$ cat src/rtl/kpd_pkg.sv
// Shared definitions for the keypad scanner: FSM state encoding, the rotating
// active-low row pattern (same sequence as the display anode drive) and the
// 4x4 hex key map indexed by {row, column}.
package kpd_pkg;

  typedef enum logic [1:0] {
    StScan     = 2'd0,
    StDebounce = 2'd1,
    StPressed  = 2'd2
  } state_e;

  // Index 0..3 = row 0..3; the driven row is the zero bit.
  localparam logic [3:0] ROW_PATTERN [4] = '{4'b0111, 4'b1011, 4'b1101, 4'b1110};

  // Entry {row, col}; column 0 is col_in[3].
  localparam logic [3:0] KEY_MAP [16] = '{
    4'h1, 4'h2, 4'h3, 4'hA,
    4'h4, 4'h5, 4'h6, 4'hB,
    4'h7, 4'h8, 4'h9, 4'hC,
    4'h0, 4'hF, 4'hE, 4'hD
  };

  // Lowest-index low column; column 0 lives in bit 3.
  function automatic logic [1:0] first_low_col(input logic [3:0] cols);
    logic [1:0] idx;
    if (!cols[3]) begin
      idx = 2'd0;
    end else if (!cols[2]) begin
      idx = 2'd1;
    end else if (!cols[1]) begin
      idx = 2'd2;
    end else begin
      idx = 2'd3;
    end
    return idx;
  endfunction

endpackage

$ cat src/rtl/kpd_sync2.sv
// Two-flop synchroniser for the 4 keypad column lines.
// Ports:
//   clk_i  - clock
//   rst_i  - synchronous active-high reset (flops go to 1111, i.e. no key)
//   d_i    - asynchronous column inputs
//   q_o    - synchronised columns
module kpd_sync2 (
  input  logic       clk_i,
  input  logic       rst_i,
  input  logic [3:0] d_i,
  output logic [3:0] q_o
);

  logic [3:0] meta_q;
  logic [3:0] sync_q;

  always_ff @(posedge clk_i) begin
    if (rst_i) begin
      meta_q <= 4'hF;
      sync_q <= 4'hF;
    end else begin
      meta_q <= d_i;
      sync_q <= meta_q;
    end
  end

  assign q_o = sync_q;

endmodule

$ cat src/rtl/keypad_scanner.sv
// 4x4 hex keypad scanner with debounce, key strobe and a 4-digit history
// register that feeds a seven-segment display driver directly.
// Ports:
//   clk        - system clock
//   reset      - synchronous active-high reset
//   col_in     - active-low column lines, col_in[3] = column 0
//   clear      - zeroes the digit history
//   row_out    - active-low one-hot row drive
//   key_valid  - one-cycle strobe on an accepted press
//   key_code   - hex code of the last accepted key
//   key_held   - high while the accepted key stays pressed
//   dgt1..dgt4 - digit history, dgt1 newest
module keypad_scanner
  import kpd_pkg::*;
#(
  parameter int unsigned SCAN_DIV     = 1000,
  parameter int unsigned DEBOUNCE_CNT = 20000
) (
  input  logic       clk,
  input  logic       reset,
  input  logic [3:0] col_in,
  input  logic       clear,
  output logic [3:0] row_out,
  output logic       key_valid,
  output logic [3:0] key_code,
  output logic       key_held,
  output logic [3:0] dgt1,
  output logic [3:0] dgt2,
  output logic [3:0] dgt3,
  output logic [3:0] dgt4
);

  // One counter serves the dwell, press-debounce and release-debounce phases.
  localparam int unsigned CntMax = (SCAN_DIV > DEBOUNCE_CNT) ? SCAN_DIV : DEBOUNCE_CNT;
  localparam int unsigned CntW   = $clog2(CntMax);
  localparam logic [CntW-1:0] ScanLast = CntW'(SCAN_DIV - 1);
  localparam logic [CntW-1:0] DebLast  = CntW'(DEBOUNCE_CNT - 1);

  logic [3:0] cols;

  kpd_sync2 u_sync (
    .clk_i (clk),
    .rst_i (reset),
    .d_i   (col_in),
    .q_o   (cols)
  );

  state_e          state_q, state_d;
  logic [1:0]      row_q, row_d;
  logic [1:0]      col_q, col_d;
  logic [3:0]      pat_q, pat_d;
  logic [CntW-1:0] cnt_q, cnt_d;
  logic            key_valid_q, key_valid_d;
  logic [3:0]      key_code_q, key_code_d;
  logic [3:0]      dgt1_q, dgt1_d, dgt2_q, dgt2_d, dgt3_q, dgt3_d, dgt4_q, dgt4_d;
  logic            accept;
  logic [3:0]      new_code;

  assign new_code = KEY_MAP[{row_q, col_q}];

  always_comb begin
    state_d     = state_q;
    row_d       = row_q;
    col_d       = col_q;
    pat_d       = pat_q;
    cnt_d       = cnt_q;
    accept      = 1'b0;

    case (state_q)
      StScan: begin
        if (cnt_q == ScanLast) begin
          cnt_d = '0;
          if (&cols) begin
            row_d = row_q + 2'd1;
          end else begin
            pat_d   = cols;
            col_d   = first_low_col(cols);
            state_d = StDebounce;
          end
        end else begin
          cnt_d = cnt_q + 1'b1;
        end
      end
      StDebounce: begin
        if (cols == pat_q) begin
          if (cnt_q == DebLast) begin
            accept  = 1'b1;
            cnt_d   = '0;
            state_d = StPressed;
          end else begin
            cnt_d = cnt_q + 1'b1;
          end
        end else begin
          cnt_d   = '0;
          row_d   = row_q + 2'd1;
          state_d = StScan;
        end
      end
      StPressed: begin
        if (&cols) begin
          if (cnt_q == DebLast) begin
            cnt_d   = '0;
            row_d   = row_q + 2'd1;
            state_d = StScan;
          end else begin
            cnt_d = cnt_q + 1'b1;
          end
        end else begin
          cnt_d = '0;
        end
      end
      default: begin
        cnt_d   = '0;
        state_d = StScan;
      end
    endcase
  end

  // Strobe, code and digit history; a same-cycle clear still keeps the new key.
  always_comb begin
    key_valid_d = 1'b0;
    key_code_d  = key_code_q;
    dgt1_d      = dgt1_q;
    dgt2_d      = dgt2_q;
    dgt3_d      = dgt3_q;
    dgt4_d      = dgt4_q;
    if (accept) begin
      key_valid_d = 1'b1;
      key_code_d  = new_code;
      dgt1_d      = new_code;
      dgt2_d      = clear ? 4'h0 : dgt1_q;
      dgt3_d      = clear ? 4'h0 : dgt2_q;
      dgt4_d      = clear ? 4'h0 : dgt3_q;
    end else if (clear) begin
      dgt1_d = 4'h0;
      dgt2_d = 4'h0;
      dgt3_d = 4'h0;
      dgt4_d = 4'h0;
    end
  end

  always_ff @(posedge clk) begin
    if (reset) begin
      state_q     <= StScan;
      row_q       <= 2'd0;
      col_q       <= 2'd0;
      pat_q       <= 4'hF;
      cnt_q       <= '0;
      key_valid_q <= 1'b0;
      key_code_q  <= 4'h0;
      dgt1_q      <= 4'h0;
      dgt2_q      <= 4'h0;
      dgt3_q      <= 4'h0;
      dgt4_q      <= 4'h0;
    end else begin
      state_q     <= state_d;
      row_q       <= row_d;
      col_q       <= col_d;
      pat_q       <= pat_d;
      cnt_q       <= cnt_d;
      key_valid_q <= key_valid_d;
      key_code_q  <= key_code_d;
      dgt1_q      <= dgt1_d;
      dgt2_q      <= dgt2_d;
      dgt3_q      <= dgt3_d;
      dgt4_q      <= dgt4_d;
    end
  end

  assign row_out   = ROW_PATTERN[row_q];
  assign key_valid = key_valid_q;
  assign key_code  = key_code_q;
  assign key_held  = (state_q == StPressed);
  assign dgt1      = dgt1_q;
  assign dgt2      = dgt2_q;
  assign dgt3      = dgt3_q;
  assign dgt4      = dgt4_q;

endmodule

$ cat config.mk
export PLATFORM = sky130hd
export DESIGN_NAME = keypad_scanner
export DESIGN_NICKNAME = d
export VERILOG_FILES = /design/src/rtl/kpd_pkg.sv /design/src/rtl/kpd_sync2.sv /design/src/rtl/keypad_scanner.sv
export SDC_FILE = /design/constraint.sdc
export NUM_CORES = 1
export LEC_CHECK = 0
export CAP_MARGIN = 10
export CORE_MARGIN = 5
export CORE_UTILIZATION = 45
export DETAILED_ROUTE_END_ITERATION = 12
export PLACE_DENSITY = 0.68
export SETUP_SLACK_MARGIN = 0.2
export SLEW_MARGIN = 20
export SYNTH_ARGS = -nofsm -noshare
export SYNTH_HDL_FRONTEND = slang
export SYNTH_SLANG_ARGS = --single-unit
$ cat constraint.sdc
create_clock -name clk -period 4.3 [get_ports clk]
set_input_delay 1.075 -clock clk [delete_from_list [all_inputs] [get_ports clk]]
set_output_delay 1.075 -clock clk [all_outputs]
set_load 0.02 [all_outputs]
==> impl_results.md <==
- Syn Nets: 287
- Met2 usage: 21.79%
- Worst-path clk slew: 0.09 ns
- CP arrival: 1.91 ns
- Type of the worst setup path: reg -> out
- Ys async rst share: 0%
- Iteration-0 DRC count of the detailed router: 87
- Synth unique cells: 48
- CP Capture Type: output pin
- Yosys Warn Count: 0
- R2R setup slack: 1.59 ns
- Clk root buf: clkbuf_8
- Post-CTS Setup Repair Bufs: 0
- CTS Hold Bufs: 0
- Final net count: 316
- Cell taking the most area after synthesis: dfxtp_1
- Cts repair resizes: 0
- Setup TNS: 0 ns
- Post-synth EDFFs: 0
- Status: finished clean
- Critical hold path startpoint: u_sync.meta_q[0]$_SDFF_PP1_
- RSZ-0062 raised after global routing: no
- CTS sink cnt: 54
- Row cnt: 26
- Clk_lat worst skew: 0.30 ns
- Largest net degree at the start of global routing: 22
- Met1 Use GR: 18.02%
- TritonCTS clock tree: built
- Tcrit/Tclk final: 69.46%
- Vias in the first global route: 1790
- Pwr/cell area: 304.8 mW/mm2
- Area grow syn2layout: 18.83%
- Num CTS Buffers: 5
- CTS H-tree lvls: 2
- Number of max-cap violations: 0
- Hold path cells: 1
- FMAX: 0.3348 GHz
- Hold Path End: u_sync.q_o[0]$_SDFF_PP1_
- 1st-pass router iterations: 4
- Register area share after synthesis: 44.81%
- Filler cells: 492
- N_diodes: 0
- End of the worst register-to-register path: key_code[3]$_SDFFE_PP0P_
- Worst slew pin tran: 0.6381 ns
- Main synth FF type: dfxtp_1
- Layer with the highest usage: met2
- Syn Std Cell Area: 0.002412 mm2
- Setup crit start: row_q[0]$_SDFFE_PP0P_
- Top post-synthesis cells by area: dfxtp_1 45%, nand2_1 6.5%, xnor2_1 4.4%
- Die Y: 83.22 um
- Synth Area per Inst: 8.869 um2
- Grt met3 use: 4.356%
- Worst Path Max Fanout: 8
- WL/cell: 12.15 um
- WL final: 4.521 mm
- Final min period: 2.987 ns
- Worst Reg2Reg Path Length in Cells: 6
- Routed Antenna Nets: 0
- Number of I/O pins: 33
- Pins over their slew limit: 0
- Initial Util: 46.64%
- Die ar.: 0.006925 mm2
- Peak supply drop: 254.4 uV
- Syn Inst Count: 272
- Worst rel slew slack: 57.32%
- Synth Register Bits: 54
- Fraction of layout cells with a size suffix above 1: 11.26%
- # DRC: 0
- Initial antenna violation count: 0
- First-pass GRT wire length: 8.135 mm
- Required time of the critical path: 3.22 ns
- Global-route usage over all layers: 13.92%
- # setup viols final: 0
- Tot Pwr: 0.8737 mW
- DP Wirelength: 3.347 mm
- Post-synth top area share: 44.81%
- Die Width: 83.22 um
- Vias post-DR: 1935
- Hold Fails Final Rpt: 0
- Hold crit path type: reg -> reg
- DR vias/cell: 5.202
- Static Leak: 0.9656 nW
- Startpoint Class: register
- CTS max path bufs: 2
- RR Startpoint: cnt_q[0]$_SDFF_PP0_
- Gpl congestion: 0.8058
- Core Region: 0.005172 mm2
- Port Buffers: 32
- Remaining Overflow, GRT: 0
- Clk_skew: 0.005452 ns
## placed cells by master (no fill, tap or decap), drive strengths merged, types with 3 or more instances in the layout
master         count
inv                9
clkdlybuf4s50     32
nor3               4
nor2b              3
nand3              9
nor2              27
nand3b             4
ha                 8
nand2             43
or2                9
nand2b             6
xnor2             12
dfxtp             54
xor2               6
clkbuf             5
and3               3
o22ai              3
a21oi             27
nand4              4
or4b               3
## how the worst max path moves through the flow
stage                                     to  slack, ns  depth (start not counted)
floorplan              row_q[0]$_SDFFE_PP0P_       1.85                          7
global placement    key_code[3]$_SDFFE_PP0P_       1.64                          6
detailed placement  key_code[3]$_SDFFE_PP0P_       1.59                          6
CTS                               row_out[3]       1.27                          4
global route                      row_out[1]       1.18                          4
finish                            row_out[3]       1.31                          4
## metal layers
layer	vias up	wire length [um]
met5	-	0
met4	0	56
met3	7	287
met2	44	1954
met1	904	2223
li1	980	-
## power by group
group | internal, mW | leakage [nW] | switching, mW
logic | 0.0156 | 0.470 | 0.0170
registers | 0.506 | 0.438 | 0.00478
clock network | 0.171 | 0.0579 | 0.159
total | 0.693 | 0.966 | 0.181
## cells by family (layout without fill, tap and decap cells)
family                   after synthesis  after routing  share of synthesized area (%)
AO/OA/AOI/OAI                         41             41                          11.15
XOR/XNOR                              18             18                          6.535
adder cells (fa/ha/maj)                8              8                          4.150
buffers and inverters                 21             51                          4.616
flip-flops                            54             54                          44.81
multiplexers                           3              3                          1.297
AND/OR/NAND/NOR                      127            127                          27.44
## cells in the mapped netlist (3+ instances only)
cell / instances
buf_6: 3
xnor2_1: 12
nor3_1: 3
o22ai_1: 3
nand3b_1: 4
clkbuf_1: 7
or4b_1: 3
nor2_1: 26
a21oi_2: 8
ha_1: 8
nand3_1: 9
inv_1: 9
nand2_1: 42
nor2b_1: 3
or2_2: 9
dfxtp_1: 54
a21oi_1: 19
xor2_1: 6
nand4_1: 4
nand2b_1: 6
## area by class of cell
class,instances,area (um2),share of cell area [%]
Multi-Input combinational cell,197,1220,42.56
Sequential cell,54,1081,37.71
Timing Repair Buffer,34,335.3,11.70
Tap cell,70,87.58,3.055
Clock buffer,5,68.82,2.401
Clock inverter,3,40.04,1.397
Inverter,9,33.78,1.179
## through the flow
stage / area [um2] / worst slack [ns] / util (%) / hold slack [ns] / std cells
3_5_place_dp: 2758 / 1.590 / 53.31 / 0.3951 / 364
2_1_floorplan: 2412 / 1.848 / - / 0.3895 / 272
3_3_place_gp: 2758 / 1.638 / 53.31 / 0.3933 / 364
6_report: 2867 / 1.313 / 55.42 / 0.4156 / 372
4_1_cts: 2867 / 1.270 / 55.42 / 0.4174 / 372
5_1_grt: 2867 / 1.182 / 55.42 / 0.4313 / 372
## worst max-delay path: stages, from the launching register on
cell and delay (ns):
dfxtp_1 0.52, inv_1 0.20, ha_1 0.24, inv_1 0.05
clkdlybuf4s50_1 0.60
## flip-flops by register name, indices dropped and copies added (netlist names)
name / cells
dgt2: 4
cnt_q: 15
row_q: 2
key_valid: 1
u_sync.meta_q: 4
state_q: 2
dgt3: 4
dgt4: 4
pat_q: 4
key_code: 4
dgt1: 4
u_sync.q_o: 4
col_q: 2
No activity file was read; power rests on OpenSTA's default activity.
